==> src/rtl/tcam_host_ctrl.sv <==
// rtl/tcam_host_ctrl.sv - command/response controller for a TCAM write/search port
//
// Purpose: accepts write/search/fill commands on a valid/ready channel, sequences
// the TCAM write and search strobes, captures each search result one cycle after
// the strobe and returns it on a valid/ready response channel. It also keeps
// saturating counts of searches and hits.
//
// Ports:
//   clk, rst                 clock, asynchronous active-high reset
//   cmd_valid/cmd_ready      command handshake (ready only while idle)
//   cmd_op/addr/data/mask    00 write, 01 search, 10 fill, 11 reserved
//   rsp_valid/rsp_ready      search result handshake
//   rsp_hit/rsp_data         result: hit flag and matched entry data (0 on miss)
//   err_cmd                  one-cycle pulse on a reserved opcode
//   tcam_wr_*                TCAM write port (strobe, addr, data, mask)
//   tcam_search_en/key       TCAM search port
//   tcam_match_found/data    TCAM result, valid the cycle after the search strobe
//   stat_searches/stat_hits  saturating statistics
module tcam_host_ctrl #(
  parameter int WIDTH = 8,
  parameter int DEPTH = 4,
  parameter int CNT_W = 16,
  localparam int AW = $clog2(DEPTH)
) (
  input  logic             clk,
  input  logic             rst,
  input  logic             cmd_valid,
  output logic             cmd_ready,
  input  logic [1:0]       cmd_op,
  input  logic [AW-1:0]    cmd_addr,
  input  logic [WIDTH-1:0] cmd_data,
  input  logic [WIDTH-1:0] cmd_mask,
  output logic             rsp_valid,
  input  logic             rsp_ready,
  output logic             rsp_hit,
  output logic [WIDTH-1:0] rsp_data,
  output logic             err_cmd,
  output logic             tcam_wr_en,
  output logic [AW-1:0]    tcam_wr_addr,
  output logic [WIDTH-1:0] tcam_wr_data,
  output logic [WIDTH-1:0] tcam_wr_mask,
  output logic             tcam_search_en,
  output logic [WIDTH-1:0] tcam_search_key,
  input  logic             tcam_match_found,
  input  logic [WIDTH-1:0] tcam_match_data,
  output logic [CNT_W-1:0] stat_searches,
  output logic [CNT_W-1:0] stat_hits
);

  typedef enum logic [2:0] {IDLE, WR, SRCH, CAPT, RSP, FILL} state_t;

  localparam logic [AW-1:0]    LAST_ADDR = AW'(DEPTH - 1);
  localparam logic [CNT_W-1:0] CNT_MAX   = '1;

  state_t           r_state, w_state;
  logic             r_wr_en, w_wr_en;
  logic [AW-1:0]    r_wr_addr, w_wr_addr;
  logic [WIDTH-1:0] r_wr_data, w_wr_data;
  logic [WIDTH-1:0] r_wr_mask, w_wr_mask;
  logic             r_srch_en, w_srch_en;
  logic [WIDTH-1:0] r_key, w_key;
  logic             r_rsp_valid, w_rsp_valid;
  logic             r_rsp_hit, w_rsp_hit;
  logic [WIDTH-1:0] r_rsp_data, w_rsp_data;
  logic             r_err, w_err;
  logic [CNT_W-1:0] r_searches, w_searches;
  logic [CNT_W-1:0] r_hits, w_hits;

  // Next-state and next-output logic. Strobes are computed one cycle ahead so
  // that the registered strobe is high exactly while the FSM sits in WR/SRCH/FILL.
  always_comb begin
    w_state     = r_state;
    w_wr_en     = 1'b0;
    w_wr_addr   = r_wr_addr;
    w_wr_data   = r_wr_data;
    w_wr_mask   = r_wr_mask;
    w_srch_en   = 1'b0;
    w_key       = r_key;
    w_rsp_valid = r_rsp_valid;
    w_rsp_hit   = r_rsp_hit;
    w_rsp_data  = r_rsp_data;
    w_err       = 1'b0;
    w_searches  = r_searches;
    w_hits      = r_hits;
    case (r_state)
      IDLE: begin
        if (cmd_valid) begin
          case (cmd_op)
            2'b00: begin
              w_state   = WR;
              w_wr_en   = 1'b1;
              w_wr_addr = cmd_addr;
              w_wr_data = cmd_data;
              w_wr_mask = cmd_mask;
            end
            2'b01: begin
              w_state   = SRCH;
              w_srch_en = 1'b1;
              w_key     = cmd_data;
            end
            2'b10: begin
              // The write address register doubles as the fill counter.
              w_state   = FILL;
              w_wr_en   = 1'b1;
              w_wr_addr = '0;
              w_wr_data = cmd_data;
              w_wr_mask = cmd_mask;
            end
            default: w_err = 1'b1;
          endcase
        end
      end
      WR:   w_state = IDLE;
      SRCH: w_state = CAPT;
      CAPT: begin
        w_state     = RSP;
        w_rsp_valid = 1'b1;
        w_rsp_hit   = tcam_match_found;
        w_rsp_data  = tcam_match_found ? tcam_match_data : '0;
        if (r_searches != CNT_MAX) w_searches = r_searches + CNT_W'(1);
        if (tcam_match_found && r_hits != CNT_MAX) w_hits = r_hits + CNT_W'(1);
      end
      RSP: begin
        if (rsp_ready) begin
          w_rsp_valid = 1'b0;
          w_state     = IDLE;
        end
      end
      FILL: begin
        if (r_wr_addr == LAST_ADDR) begin
          w_state = IDLE;
        end else begin
          w_wr_en   = 1'b1;
          w_wr_addr = r_wr_addr + AW'(1);
        end
      end
      default: w_state = IDLE;
    endcase
  end

  always_ff @(posedge clk or posedge rst) begin
    if (rst) begin
      r_state     <= IDLE;
      r_wr_en     <= 1'b0;
      r_wr_addr   <= '0;
      r_wr_data   <= '0;
      r_wr_mask   <= '0;
      r_srch_en   <= 1'b0;
      r_key       <= '0;
      r_rsp_valid <= 1'b0;
      r_rsp_hit   <= 1'b0;
      r_rsp_data  <= '0;
      r_err       <= 1'b0;
      r_searches  <= '0;
      r_hits      <= '0;
    end else begin
      r_state     <= w_state;
      r_wr_en     <= w_wr_en;
      r_wr_addr   <= w_wr_addr;
      r_wr_data   <= w_wr_data;
      r_wr_mask   <= w_wr_mask;
      r_srch_en   <= w_srch_en;
      r_key       <= w_key;
      r_rsp_valid <= w_rsp_valid;
      r_rsp_hit   <= w_rsp_hit;
      r_rsp_data  <= w_rsp_data;
      r_err       <= w_err;
      r_searches  <= w_searches;
      r_hits      <= w_hits;
    end
  end

  assign cmd_ready       = (r_state == IDLE);
  assign rsp_valid       = r_rsp_valid;
  assign rsp_hit         = r_rsp_hit;
  assign rsp_data        = r_rsp_data;
  assign err_cmd         = r_err;
  assign tcam_wr_en      = r_wr_en;
  assign tcam_wr_addr    = r_wr_addr;
  assign tcam_wr_data    = r_wr_data;
  assign tcam_wr_mask    = r_wr_mask;
  assign tcam_search_en  = r_srch_en;
  assign tcam_search_key = r_key;
  assign stat_searches   = r_searches;
  assign stat_hits       = r_hits;

endmodule

==> config.mk <==
export PLATFORM = sky130hd
export DESIGN_NAME = tcam_host_ctrl
export DESIGN_NICKNAME = d
export VERILOG_FILES = /design/src/rtl/tcam_host_ctrl.sv
export SDC_FILE = /design/constraint.sdc
export NUM_CORES = 1
export LEC_CHECK = 0
export ABC_AREA = 1
export BUFFER_PORTS_ARGS = -buffer_cell sky130_fd_sc_hd__clkbuf_2
export CAP_MARGIN = 5
export CORE_MARGIN = 2
export CORE_UTILIZATION = 35
export DETAILED_ROUTE_END_ITERATION = 6
export PLACE_DENSITY = 0.59
export SLEW_MARGIN = 20
export SYNTH_ARGS = -nofsm -noshare
export SYNTH_HDL_FRONTEND = slang
export SYNTH_SLANG_ARGS = --single-unit
==> constraint.sdc <==
create_clock -name clk -period 2.46 [get_ports clk]
set_input_delay 0.492 -clock clk [delete_from_list [all_inputs] [get_ports clk]]
set_output_delay 0.492 -clock clk [all_outputs]
set_load 0.02 [all_outputs]
==> impl_metrics.toml <==
[global_routing]
antenna_found_initial = 0
globalRouteTotalUtil_pct = 15.9
first_global_vias = 3112
wire_length_of_the_first_global_routing_pass_um = 14500
grt_start_max_net_pins = 56
globalRouteOverflowTotal = 0

[critical_path]
worst-setup-path-type = "reg2out"
timing.rr.start = "r_state[1]$_DFFE_PP0P_"
cp_data_arrival_time_ps = 1350
timing.critical_path.to_type = "output port"
worstSetupStartpointType = "register"
req_time_crit_path_ps = 1970
cp-startpoint = "r_state[1]$_DFFE_PP0P_"
cp_max_fo = 5

[run_status]
run_status = "completed"

[clock_network]
clock_sinks = 74
cts_resized = 0
tritoncts = "built"
clock-root-buffer = "sky130_fd_sc_hd__clkbuf_8"
worst_skew_pair.late_latency_ps = 340
cts_buffer_depth = 2
clock_tree.htree_level_count = 3
postCtsHoldBufs = 0
clkSlewWorstSetupHoldPaths_ps = 80
cts_setup_buffers = 0
cts_inserted_buffers = 9

[timing]
timing_hold_violations_final = 0
final.setup_skew_ps = 12.4
slew_headroom_pct = 48.5
fin_crit_share_pct = 75.0
worst_slew_pin_slew_ps = 767
setup-tns-final_ps = 0
clock.fmax_mhz = 542
timing.final.setup_violations = 0
finalMaxSlewViolations = 0
timing.final.crit_period_ps = 1840
rsz0062_at_grt = "false"

[detailed_routing]
num_vias = 3279
remaining_drc_errors = 0
detail_route.first_pass.iterations = 4
route.antenna.remaining_nets = 0
drt_first_iter_violations = 155
finalWirelength_um = 8630
avgViaCountPerCell = 4.61
route.detailed.wl_per_inst_um = 12.1

[layout]
multi_input_area_um2 = 1540
layout-drive-gt1-share_pct = 25.6
fill_cells = 1064
finish.cell_count_without_fillers = 711
most-common-layout-cells = "sky130_fd_sc_hd__nand2_1 (160), sky130_fd_sc_hd__clkbuf_2 (104), sky130_fd_sc_hd__dfrtp_1 (74), sky130_fd_sc_hd__inv_1 (54), sky130_fd_sc_hd__nor2_1 (41)"
areaGrowthSynthToFinish_pct = 23.9
mostFrequentLayoutCell = "sky130_fd_sc_hd__nand2_1"
antenna_cells = 0
regArea_um2 = 1850
design.final.nets = 606

[floorplanning]
floorplan.rows = 37
die_x_um = 107
fp.coreArea_um2 = 10300
boundaryPins = 105
die-height_um = 107
initial_core_utilization_pct = 35.9
die_area_um2 = 11400

[hold_path]
worstHoldPathType = "in2async"

[placed_design]
detailed_place_hpwl_um = 6280
gpl.final_weighted_congestion = 0.865
placed_cells = 695
port-buffer-count = 104

[job]
max_cap_viol_count = 0

[pwr]
power_leakage_nw = 2.38
vdd_ir_drop_max_mv = 0.559
p_per_area_nw_per_um2 = 945

[synth]
postSynthCellCount = 462
share_of_the_yosys_chip_area_belonging_to_registers_pct = 50.2
ys_warn_count = 0
avg_cell_area_syn_um2 = 7.99
netlist_area_um2 = 3690
postSynthNetCount = 498
synth_unique_cells = 31
ys_ff_latch = 74
final timing paths:
| check | to | slack (ps) | depth (start not counted) |
|---|---|---|---|
| worst max-delay path | cmd_ready | 620 | 4 |
| worst min-delay path | stat_hits[14]$_DFFE_PP0P_ | 140 | 2 |
| worst max register to register | tcam_wr_addr[1]$_DFFE_PP0P_ | 640 | 7 |
| worst min register to register | rsp_hit$_DFFE_PP0P_ | 480 | 2 |
| max in group asynchronous | r_state[2]$_DFFE_PP0P_ | 1670 | 3 |
| min in group clk | tcam_search_key[0]$_DFFE_PP0P_ | 370 | 3 |
logic make-up after synthesis:
group / count (synthesis) / synth area share, %
and+or+nand+nor: 249 / 29.0
DFF: 74 / 50.2
buffers and inverters: 69 / 8.10
AOI/OAI and AO/OA: 56 / 9.12
xor gates and xnor gates: 11 / 2.61
adders and majority gates: 3 / 1.02
power breakdown:
group / total (mW) / internal (mW) / switching, mW
clock: 1.11 / 0.654 / 0.455
combinational: 1.41 / 0.478 / 0.936
sequential: 1.80 / 1.56 / 0.242
layout make-up:
cell class,count,share of cell area (%)
Tap cell,136,3.72
Timing Repair Buffer,106,12.0
Sequential cell,74,40.5
Inverter,60,4.95
Multi-Input combinational cell,319,33.7
Clock inverter,4,1.59
Clock buffer,12,3.61
Yosys cell counts, drive strengths merged:
master,number,area [µm²]
nand2,167,649
dfrtp,74,1850
inv,59,221
nor2,45,184
o21ai,41,224
nand3,19,105
nand4,12,75.1
xnor2,10,87.6
a22o,8,70.1
buf,8,67.6
nand3b,4,30.0
a21oi,3,15.0
ha,3,37.5
a31oi,2,12.5
clkbuf,1,5.00
clkinv,1,5.00
nor3,1,5.00
nor4,1,21.3
o211ai,1,7.51
o21a,1,7.51
xor2,1,8.76
registers in the layout, indices dropped and copies added, names as in the netlist:
name / cells
rsp_hit: 1
tcam_search_en: 1
tcam_search_key: 8
tcam_wr_mask: 8
tcam_wr_data: 8
stat_searches: 16
stat_hits: 16
tcam_wr_addr: 2
tcam_wr_en: 1
r_state: 3
rsp_valid: 1
err_cmd: 1
rsp_data: 8
stage by stage:
stage	hold WS [ps]	setup WS [ps]	utilization, %	instance area, µm²	power [mW]
floorplan	589	86.4	-	3690	2.73
global placement	462	693	42.2	4340	3.22
detailed placement	464	649	42.2	4340	3.25
CTS	138	589	44.5	4570	4.39
global route	158	329	44.5	4570	4.64
finish	136	615	44.5	4570	4.32
layer usage:
layer | part of all wire, % | vias to the layer above | wire length, µm | global-route usage, %
li1 | - | 1671 | - | -
met5 | 0 | - | 0 | 0
met1 | 47 | 1511 | 4090 | 21.9
met2 | 45 | 89 | 3890 | 24.2
met3 | 6.6 | 8 | 569 | 4.07
met4 | 1.0 | 0 | 88 | 5.38
critical path: stages (launching register included):
cell and delay (ps):
sky130_fd_sc_hd__dfrtp_1 430, sky130_fd_sc_hd__nor2_1 180, sky130_fd_sc_hd__nand2_2 120, sky130_fd_sc_hd__inv_1 100, sky130_fd_sc_hd__clkbuf_2 180
Power figures use the tool's default switching activity.
